`config.mk`:
```
export PLATFORM = sky130hd
export DESIGN_NAME = fifo_rd_packetizer_flat
export DESIGN_NICKNAME = d
export VERILOG_FILES = /design/src/rtl/fifo_rd_packetizer_if.sv /design/src/rtl/fifo_rd_packetizer.sv /design/src/flat_wrapper.sv
export SDC_FILE = /design/constraint.sdc
export NUM_CORES = 1
export LEC_CHECK = 0
export CAP_MARGIN = 20
export CORE_MARGIN = 4
export CORE_UTILIZATION = 39
export CTS_CLUSTER_SIZE = 12
export DETAILED_ROUTE_END_ITERATION = 12
export PLACE_DENSITY_LB_ADDON = 0.3
export RECOVER_POWER = 50
export SYNTH_ARGS = -nofsm -noshare
export SYNTH_HDL_FRONTEND = slang
export SYNTH_SLANG_ARGS = --single-unit
```
`constraint.sdc`:
```
create_clock -name clk -period 3.45 [get_ports clk]
set_input_delay 0.69 -clock clk [delete_from_list [all_inputs] [get_ports clk]]
set_output_delay 0.69 -clock clk [all_outputs]
set_load 0.1 [all_outputs]
```
`src/rtl/fifo_rd_packetizer_if.sv`:
```
// Bundle for the fifo read port and the outgoing valid/ready stream.
//  master : packetizer view (drives fifo_read_en and the m_* stream outputs)
//  slave  : environment view (fifo model plus stream sink)
interface fifo_rd_packetizer_if #(
  parameter int DATA_WIDTH = 16
) ();
  logic                  fifo_empty;
  logic [DATA_WIDTH-1:0] fifo_data_out;
  logic                  fifo_underflow;
  logic                  fifo_read_en;
  logic                  m_valid;
  logic                  m_ready;
  logic [DATA_WIDTH-1:0] m_data;
  logic                  m_last;

  modport master (
    input  fifo_empty, fifo_data_out, fifo_underflow, m_ready,
    output fifo_read_en, m_valid, m_data, m_last
  );

  modport slave (
    output fifo_empty, fifo_data_out, fifo_underflow, m_ready,
    input  fifo_read_en, m_valid, m_data, m_last
  );
endinterface

```
`src/rtl/fifo_rd_packetizer.sv`:
```
// Read-side fifo consumer. Pulls words from the fifo read port and presents
// them as a valid/ready stream, marking every PKT_LEN-th beat with m_last.
// A 2-entry buffer (head/tail) absorbs the fifo's 1-cycle read latency so the
// stream runs at 1 beat/cycle and never overflows when the sink stalls.
// Ports:
//  clk, reset_n   clock, async active-low reset
//  bus (master)   fifo_empty/fifo_data_out/fifo_underflow in, fifo_read_en out;
//                 m_valid/m_data/m_last out, m_ready in
//  pkt_count      completed packets, wrapping
//  err_underflow  sticky fifo_underflow flag
module fifo_rd_packetizer #(
  parameter int DATA_WIDTH = 16,
  parameter int PKT_LEN    = 4,
  parameter int CNT_WIDTH  = 16
) (
  input  logic                 clk,
  input  logic                 reset_n,
  fifo_rd_packetizer_if.master bus,
  output logic [CNT_WIDTH-1:0] pkt_count,
  output logic                 err_underflow
);
  localparam int BW = (PKT_LEN > 1) ? $clog2(PKT_LEN) : 1;

  typedef enum logic [1:0] {EMPTY = 2'd0, ONE = 2'd1, TWO = 2'd2} occ_t;

  occ_t                  state, state_nxt;
  logic [DATA_WIDTH-1:0] head, tail;
  logic [BW-1:0]         beat_cnt;
  logic                  inflight;
  logic                  run;
  logic                  push, pop, m_valid_i, is_last;
  logic                  ld_head, head_from_tail, ld_tail;
  logic [2:0]            occ_sum;

  assign m_valid_i = (state != EMPTY);
  assign push      = inflight;
  assign pop       = m_valid_i & bus.m_ready;
  assign is_last   = (beat_cnt == BW'(PKT_LEN - 1));

  // Occupancy after this edge if a new read is not issued; a read is allowed
  // only while that leaves room for the word it will return next cycle.
  assign occ_sum = 3'(state) + 3'(inflight) - 3'(pop);

  // run holds reads off during reset and for the first cycle after release.
  assign bus.fifo_read_en = run & ~bus.fifo_empty & (occ_sum < 3'd2);
  assign bus.m_valid      = m_valid_i;
  assign bus.m_data       = head;
  assign bus.m_last       = m_valid_i & is_last;

  always_ff @(posedge clk or negedge reset_n) begin
    if (!reset_n) state <= EMPTY;
    else          state <= state_nxt;
  end

  always_comb begin
    state_nxt      = state;
    ld_head        = 1'b0;
    head_from_tail = 1'b0;
    ld_tail        = 1'b0;
    case (state)
      EMPTY: if (push) begin
        state_nxt = ONE;
        ld_head   = 1'b1;
      end
      ONE: case ({push, pop})
        2'b10: begin state_nxt = TWO;   ld_tail = 1'b1; end
        2'b01:       state_nxt = EMPTY;
        2'b11:       ld_head   = 1'b1;
        default: ;
      endcase
      TWO: if (pop) begin
        // read gating keeps push-without-pop impossible here
        ld_head        = 1'b1;
        head_from_tail = 1'b1;
        if (push) ld_tail   = 1'b1;
        else      state_nxt = ONE;
      end
      default: state_nxt = EMPTY;
    endcase
  end

  always_ff @(posedge clk or negedge reset_n) begin
    if (!reset_n) begin
      head          <= '0;
      tail          <= '0;
      inflight      <= 1'b0;
      run           <= 1'b0;
      beat_cnt      <= '0;
      pkt_count     <= '0;
      err_underflow <= 1'b0;
    end else begin
      run      <= 1'b1;
      inflight <= bus.fifo_read_en;
      if (ld_head) head <= head_from_tail ? tail : bus.fifo_data_out;
      if (ld_tail) tail <= bus.fifo_data_out;
      if (pop) begin
        if (is_last) begin
          beat_cnt  <= '0;
          pkt_count <= pkt_count + CNT_WIDTH'(1);
        end else begin
          beat_cnt  <= beat_cnt + BW'(1);
        end
      end
      if (bus.fifo_underflow) err_underflow <= 1'b1;
    end
  end
endmodule
```
`src/flat_wrapper.sv`:
```
// flat-port wrapper written by rule: the top's interface ports become plain ports
module fifo_rd_packetizer_flat 
#(
  parameter int DATA_WIDTH = 16,
  parameter int PKT_LEN    = 4,
  parameter int CNT_WIDTH  = 16
)
  (clk, reset_n, pkt_count, err_underflow, bus_fifo_empty, bus_fifo_data_out, bus_fifo_underflow, bus_m_ready, bus_fifo_read_en, bus_m_valid, bus_m_data, bus_m_last);
  fifo_rd_packetizer_if #(.DATA_WIDTH(DATA_WIDTH)) bus_i ();
  input  logic clk;
  input  logic reset_n;
  output logic [CNT_WIDTH-1:0] pkt_count;
  output logic err_underflow;
  input wire logic [$bits(bus_i.fifo_empty)-1:0] bus_fifo_empty;
  input wire logic [$bits(bus_i.fifo_data_out)-1:0] bus_fifo_data_out;
  input wire logic [$bits(bus_i.fifo_underflow)-1:0] bus_fifo_underflow;
  input wire logic [$bits(bus_i.m_ready)-1:0] bus_m_ready;
  output wire logic [$bits(bus_i.fifo_read_en)-1:0] bus_fifo_read_en;
  output wire logic [$bits(bus_i.m_valid)-1:0] bus_m_valid;
  output wire logic [$bits(bus_i.m_data)-1:0] bus_m_data;
  output wire logic [$bits(bus_i.m_last)-1:0] bus_m_last;
  assign bus_i.fifo_empty = bus_fifo_empty;
  assign bus_i.fifo_data_out = bus_fifo_data_out;
  assign bus_i.fifo_underflow = bus_fifo_underflow;
  assign bus_i.m_ready = bus_m_ready;
  assign bus_fifo_read_en = bus_i.fifo_read_en;
  assign bus_m_valid = bus_i.m_valid;
  assign bus_m_data = bus_i.m_data;
  assign bus_m_last = bus_i.m_last;
  fifo_rd_packetizer #(.DATA_WIDTH(DATA_WIDTH), .PKT_LEN(PKT_LEN), .CNT_WIDTH(CNT_WIDTH)) u_core (.clk(clk), .reset_n(reset_n), .bus(bus_i), .pkt_count(pkt_count), .err_underflow(err_underflow));
endmodule
```
[Yosys cells after proc, flatten, opt, wreduce, memory -nomap -nowiden]
Cells that the tools add are included.
Word-level totals
  output and inout bits: 36
  register bits after elaboration: 55
  bits of input ports: 21
  bits in latches: 0
  ROM bits: 0
  word-level logic and storage cells: 47
  RAM bits: 0
  memories kept: 0
Operators by class
  reductions and logical operators: 4
  divide/modulo/power cells: 0
  bitwise logic cells: 5
  shift operators: 0
  mux-type cells: 15
  $mul: 0
  add/subtract/negate cells: 4
  equality and inequality tests: 10
  magnitude comparators: 1
Operators by type and width (number)
  $add A16 B1 Y16 const B: 1
  $mux W16: 1
  $eq A2 B2 Y1 const B: 4
  $mux W2: 4
  $mux W1: 6
  $pmux W2 S3: 1
  $and A1 B1 Y1: 4
  $eq A2 B1 Y1 const B: 2
  $ne A2 B1 Y1 const B: 2
  $pmux W2 S2: 1
  $reduce_and A4 Y1: 1
  $add A2 B1 Y3: 1
  $lt A3 B2 Y1 const B: 1
  $ne A3 B2 Y1 const B: 1
  $pmux W1 S3: 1
  $sub A3 B1 Y3: 1
  $add A2 B1 Y2 const B: 1
  $logic_not A2 Y1: 1
  $ne A2 B2 Y1 const B: 1
  $pmux W1 S2: 1
  $reduce_and A2 Y1: 1
  $reduce_bool A2 Y1: 1
  $not A1 Y1: 1

[Longest topological paths before layout]
Gate-level depths: netlist of run 1.
  depth in word-level cells: 5
  depth in mapped cells: 8
  gate-level depth less buffers: 8

[Worst setup path before layout of run 1]
OpenSTA, ideal clock, no wires.
  path kind: register to output
  from: register u_core.state[1]
  to: output bus_fifo_read_en
  path buffers: 0
  cell stages (with the launch flop): 9
  required time: 2760 ps
  path slack: -1162 ps
  arrival time: 3922 ps
  path through: dfrtp_1 -> inv_1 -> ha_1 -> nand2b_1 -> nor2_1 -> o21ai_0 -> fa_1 -> xor2_1 -> nor3_1
On the way
  word-level cells in the longest chain between the ends: 5
Ends and longest elaborated chain
  start, declared: RTL line fifo_rd_packetizer.sv:26  | occ_t state, state_nxt;
  start signal, assigned: RTL line fifo_rd_packetizer.sv:52  | else state <= state_nxt;
  parallel branches: the longest is 2 deep, another holds $add A2 B1 Y3
  $sub A3 B1 Y3 *: RTL line fifo_rd_packetizer.sv:42  | assign occ_sum = 3'(state) + 3'(inflight) - 3'(pop);
  $lt A3 B2 Y1 *: RTL line fifo_rd_packetizer.sv:45  | assign bus.fifo_read_en = run & ~bus.fifo_empty & (occ_sum < 3'd2);
  $and A1 B1 Y1 *: RTL line fifo_rd_packetizer.sv:45
  end, declared: RTL line flat_wrapper.sv:18  | output wire logic [$bits(bus_i.fifo_read_en)-1:0] bus_fifo_read_en;
Mark *: on every way between the ends.

[Worst setup path after layout of run 1]
  from: input bus_m_ready
  to: output bus_fifo_read_en
On the way
  word-level cells in the longest chain between the ends: 4
Ends and longest elaborated chain
  start, declared: RTL line flat_wrapper.sv:17  | input wire logic [$bits(bus_i.m_ready)-1:0] bus_m_ready;
  $and A1 B1 Y1: RTL line fifo_rd_packetizer.sv:37  | assign pop = m_valid_i & bus.m_ready;
  $sub A3 B1 Y3: RTL line fifo_rd_packetizer.sv:42
  $lt A3 B2 Y1: RTL line fifo_rd_packetizer.sv:45
  $and A1 B1 Y1: RTL line fifo_rd_packetizer.sv:45
Every way passes these cells.

==> results.yml, run 1 <==
run_status:
  status: "complete, no violations"
synth:
  syn-mean-instance-area_sq_um: 13.1
  synthCells: 200
  mappedNetlistArea_sq_um: 2620
  synth_ff_type: "dfrtp_1"
  synth-edff-count: 0
  ys_types: 36
  async_reset_ff_frac: 1.00
  synth-seq-cells: 55
  synth.net_count: 228
  ys_warn_count: 0
  yosys-top-cells-area: "dfrtp_1, mux2_2, mux2_4, mux2_1, xnor2_1"
  yosysTopAreaCell: "dfrtp_1"
  yosys.area.top_type_share: 0.526
  ys_seq_area_frac: 0.526
detailed_routing:
  firstDrtPassIters: 4
  vias: 1690
  avgRoutedWirePerCell_um: 14.2
  vias_per_cell: 4.94
  drt-total-wl_mm: 4.86
  drt-initial-drc-count: 60
  ant_nets: 0
  drcViolationCount: 0
power_and_ir_drop:
  p_comb_frac: 0.564
  p_sw_w: 0.00154
  ir_worst_vdd_mv: 0.470
  power_frac_seq: 0.323
  power_frac_clock: 0.113
  p_int_w: 0.00148
  p_leak_nw: 1.50
  cellPowerDensity_nw_per_um2: 915
  netSwitchingFraction: 0.510
cts:
  cts-hold-fix-buffers: 0
  clock_latency_ns: 0.30
  path_clk_slew_ns: 0.10
  clk_path_buf_depth: 2
  htreeDepth: 2
  cts_sinks: 55
  tritoncts: "built"
  cts_buffers: 5
  cts_root_buf: "clkbuf_8"
die:
  dieWidth_um: 89.9
  die_h_um: 89.9
  io_pins: 57
  die_area_sq_um: 8080
  num_rows: 29
  start_util: 0.407
  core_area_sq_um: 6420
grt:
  grt_max_degree: 41
  grt_use_total: 0.126
  grt_pass1_vias: 1710
  grt-ovfl-total: 0
  antenna_found_initial: 0
  grt_pass1_wl_mm: 8.34
timing:
  worstMarginPinSlew_ns: 1.19
  period_minus_slack_ns: 3.30
  tns_ns: 0
  fin_crit_sh: 0.955
  holdWs_ns: 0.448
  finalHoldViolations: 0
  drv_slew: 0
  rsz0062_at_grt: "no"
  max_slew_margin: 0.209
  clock.fmax_mhz: 303
  fin_skew_ns: 0.00957
  setup_viol_count_final: 0
setup_path:
  critPathMaxFanout: 4
  worstPathRequired_ns: 2.76
  rr_startpoint: "u_core.state[0]"
  r2r-end: "u_core.tail[0]"
  reg2reg_depth: 7
  critPathArrivalTime_ns: 2.61
  startpoint_type: "input port"
  end_kind: "output port"
  reg2reg_slack_ns: 0.91
  critPathKind: "input port to output port"
layout:
  syn_to_final_growth_pct: 26.2
  layout.cells.most_common_list: "dfrtp_1, clkdlybuf4s50_1, mux2_2"
  antennaDiodeCount: 0
  final_util: 0.514
  drive_above_1_share: 0.260
  stdcell_count: 342
  nets: 292
  final_common_cell: "dfrtp_1"
flow_run:
  max_cap_violations: 0
place:
  dp_hpwl_mm: 3.58
  io_buffers: 56
  gp_congestion: 0.788
  post-place-cells: 334
min_path:
  min_path_type: "input port to async pin"
## power by group through the flow
stage                     logic, W  registers [W]  clock network (W)
final                      0.00170       0.000976           0.000341
after global routing       0.00178        0.00101           0.000384
after CTS                  0.00173       0.000977           0.000360
after detailed placement   0.00173       0.000992                  0
after global placement     0.00171       0.000982                  0
after floorplan           0.000528        0.00178                  0
## critical path, cell delays in order
cell	delay, ns
clkdlybuf4s50_1	0.53
nand2b_1	0.09
nor2_1	0.16
o21ai_0	0.14
fa_1	0.39
xor2_1	0.17
nor3_4	0.22
buf_12	0.20
## state kept, by name, indices dropped and copies added (netlist names)
name,count
u_core.beat_cnt,2
u_core.bus.m_data,16
u_core.err_underflow,1
u_core.inflight,1
u_core.pkt_count,16
u_core.run,1
u_core.state,2
u_core.tail,16
## cell families after synthesis
kind of cell,after synthesis,share of synthesized area
AO/OA/AOI/OAI,11,0.0311
XOR/XNOR,16,0.0536
adder cells (fa/ha/maj),7,0.0363
buffers and inverters,7,0.0177
flip-flops,55,0.526
multiplexers,49,0.225
other,1,0.00143
AND/OR/NAND/NOR,54,0.109
## through the flow
stage	total power, W	setup slack [ns]	cell area (sq um)
after floorplan	0.00231	0.112	2630
after global placement	0.00269	0.183	3250
after detailed placement	0.00272	0.136	3250
after CTS	0.00307	0.00194	3340
after global routing	0.00317	0.0170	3300
final	0.00302	0.154	3300
## final cells by class
class                           instances  area, sq um
Clock buffer                            6         72.6
Clock inverter                          2         12.5
Fill cell                             594         3120
Inverter                                3         11.3
Multi-Input combinational cell        138         1210
Sequential cell                        55         1380
Tap cell                               77         96.3
Timing Repair Buffer                   61          522
## worst max-delay path by stage
stage                    startpoint               end
global route        u_core.state[1]  bus_fifo_read_en
CTS                 u_core.state[1]  bus_fifo_read_en
detailed placement      bus_m_ready  bus_fifo_read_en
finish                  bus_m_ready  bus_fifo_read_en
global placement        bus_m_ready  bus_fifo_read_en
floorplan           u_core.state[1]  bus_fifo_read_en
## Yosys cell counts (2+ instances only)
cell and count:
dfrtp_1 55, mux2_2 29, nand2_1 16, mux2_1 10
mux2_4 10, xnor2_1 10, nor2_1 7, ha_1 6
nand3_1 6, xor2_1 6, and3_1 4, nand4_1 4
nor2b_1 4, nor3_1 4, inv_1 3, o21ai_0 3
a21oi_1 2, and2_1 2, buf_6 2
## timing repair
item	CTS	global route
buffers inserted	0	0
endpoints found under the setup margin	0	1
resized for setup	0	3
## metal layers
layer,vias to the layer above,wire (um),global-route usage
met5,-,0,0
met4,0,40,0.0383
met3,2,207,0.0342
met2,40,2310,0.197
met1,825,2300,0.173
li1,823,-,-
(Power assumes the default switching activity.)
==> run 2, diff against run 1 <==
Settings changed: CTS_CLUSTER_DIAMETER set to 200.
==> results of run 2 <==
No change in the layout: final DEF, timing and power equal those of run 1.
==> run 3, diff against run 2 <==
Clock period 3.45 ns to 2.67 ns, I/O delays scaled along.
==> run 3 against run 2 <==
Effect of this change: the run now ends with negative setup slack left; clock-buffer cell count stayed put; first-iteration DRC count decreased by 32%; core utilization increased by 1.8 points; total power rose by 35%; sequential share of layout area decreased by 1.4 points; setup slack worse by 0.31 ns; global-route usage up 0.94 points; register-to-register slack got worse by 0.29 ns; final cell count grew 2.3%; critical path depth increased by 1; largest power group unchanged; highest routed layer unchanged.
==> results.yml, run 3 (synthesis results as in run 1) <==
timing:
  tns_ns: -0.152
  holdWs_ns: 0.173
  rsz0062_at_grt: "yes"
  finalWorstSetupSlack_ns: -0.152
  finalHoldViolations: 0
  clock.fmax_mhz: 354
  worstMarginPinSlew_ns: 0.795
  fin_skew_ns: 0.0146
  period_minus_slack_ns: 2.82
  fin_crit_sh: 1.06
  drv_slew: 0
  max_slew_margin: 0.470
  setup_viol_count_final: 1
layout:
  nets: 300
  stdcell_count: 350
  drive_above_1_share: 0.407
  syn_to_final_growth_pct: 30.5
  layout.cells.most_common_list: "dfrtp_1, buf_4, mux2_2"
  final_common_cell: "dfrtp_1"
  antennaDiodeCount: 0
run_status:
  status: "finished with violations"
  violations: "negative setup slack"
power_and_ir_drop:
  ir_worst_vdd_mv: 0.507
  p_leak_nw: 1.63
  cellPowerDensity_nw_per_um2: 1200
cts:
  clock_latency_ns: 0.31
  path_clk_slew_ns: 0.10
  htreeDepth: 2
  cts_root_buf: "clkbuf_8"
  cts-hold-fix-buffers: 0
  clk_path_buf_depth: 2
  tritoncts: "built"
  cts_sinks: 55
  cts_buffers: 5
min_path:
  min_path_type: "input port to async pin"
setup_path:
  startpoint_type: "register"
  end_kind: "output port"
  critPathMaxFanout: 3
  r2r-end: "u_core.bus.m_data[4]"
  worstPathRequired_ns: 2.14
  reg2reg_depth: 8
  cp_slowest_cell: "fa_2"
  critPathArrivalTime_ns: 2.29
  cp_cell_sequence: "inv_2 > ha_4 > and2b_2 > nor2_1 > o21ai_1 > fa_2 > nand2_2 > nor3_4 > buf_12"
  critPathKind: "register to output port"
  rr_startpoint: "u_core.state[0]"
  reg2reg_slack_ns: 0.62
  max_stage_delay_ns: 0.54
die:
  num_rows: 29
  start_util: 0.407
  die_area_sq_um: 8080
  dieWidth_um: 89.9
  core_area_sq_um: 6420
  die_h_um: 89.9
  io_pins: 57
detailed_routing:
  avgRoutedWirePerCell_um: 14.3
  drcViolationCount: 0
  vias: 1712
  firstDrtPassIters: 3
  drt-total-wl_mm: 5.01
  vias_per_cell: 4.89
  highest_layer: "met4"
  wl_met3_um: 203
  wl_met1_mm: 2.41
  ant_nets: 0
  drt-initial-drc-count: 41
  dr_wl_met2_mm: 2.29
place:
  io_buffers: 56
  post-place-cells: 339
  gp_congestion: 0.741
  dp_hpwl_mm: 3.66
flow_run:
  max_cap_violations: 0
grt:
  grt-ovfl-total: 0
  grt_pass1_wl_mm: 8.94
  grt_use_total: 0.136
  grt_max_degree: 33
  grt_pass1_vias: 1845
  antenna_found_initial: 0
## run 3: changes by cell type in the layout (fill, tap and decap cells not counted), sizes merged
cell and delta:
bufinv +1, buf +36, clkbuf -9, dlygate4sd2 +1, clkdlybuf4s50 -20, clkinvlp -1
## run 3: worst max-delay path by stage
stage | depth (start not counted) | slack (ns) | startpoint | end
3_3_place_gp | 8 | -0.26 | bus_m_ready | bus_fifo_read_en
3_5_place_dp | 8 | -0.28 | bus_m_ready | bus_fifo_read_en
6_report | 9 | -0.15 | u_core.state[1] | bus_fifo_read_en
5_1_grt | 9 | -0.29 | u_core.state[0] | bus_fifo_read_en
4_1_cts | 9 | -0.23 | u_core.state[1] | bus_fifo_read_en
2_1_floorplan | 8 | -0.32 | u_core.state[1] | bus_fifo_read_en
## run 3: what timing repair did
| action | in CTS | in global routing |
|---|---|---|
| pin swaps | 2 | 1 |
| setup endpoints to repair | 1 | 1 |
| gates resized for setup | 1 | 0 |
| buffers inserted | 2 | 1 |
## run 3: area by class of cell
type,instances,area [sq um]
repair buffers,69,579
well taps,77,96.3
fillers,580,3010
multi-input cells,138,1230
clock inverters,2,35.0
flip-flops and latches,55,1380
clock buffers,6,82.6
inverters,3,11.3
## run 3: through the flow
step           total power (W)  instance area, sq um  setup slack (ns)  utilization
6_report               0.00409                  3410            -0.152        0.532
5_1_grt                0.00431                  3410            -0.292        0.532
4_1_cts                0.00412                  3410            -0.231        0.532
3_5_place_dp           0.00354                  3280            -0.277        0.511
3_3_place_gp           0.00350                  3280            -0.259        0.511
2_1_floorplan          0.00302                  2660            -0.319            -
## run 3: routing by layer
layer,vias to the layer above,track usage
li1,835,-
met4,0,0.0587
met1,832,0.180
met3,7,0.0351
met2,38,0.211
met5,-,0
## run 3: power breakdown
group	switching, W	internal [W]
clock	0.000265	0.000304
sequential	0.000163	0.00109
combinational	0.00160	0.000668
## run 3: critical path, delay by kind of cell (launching register included)
kind / cells / cell delay (ns)
compound gates: 1 / 0.08
fa+ha+maj: 2 / 0.68
buf+inv: 2 / 0.28
flops: 1 / 0.42
simple gates: 4 / 0.52
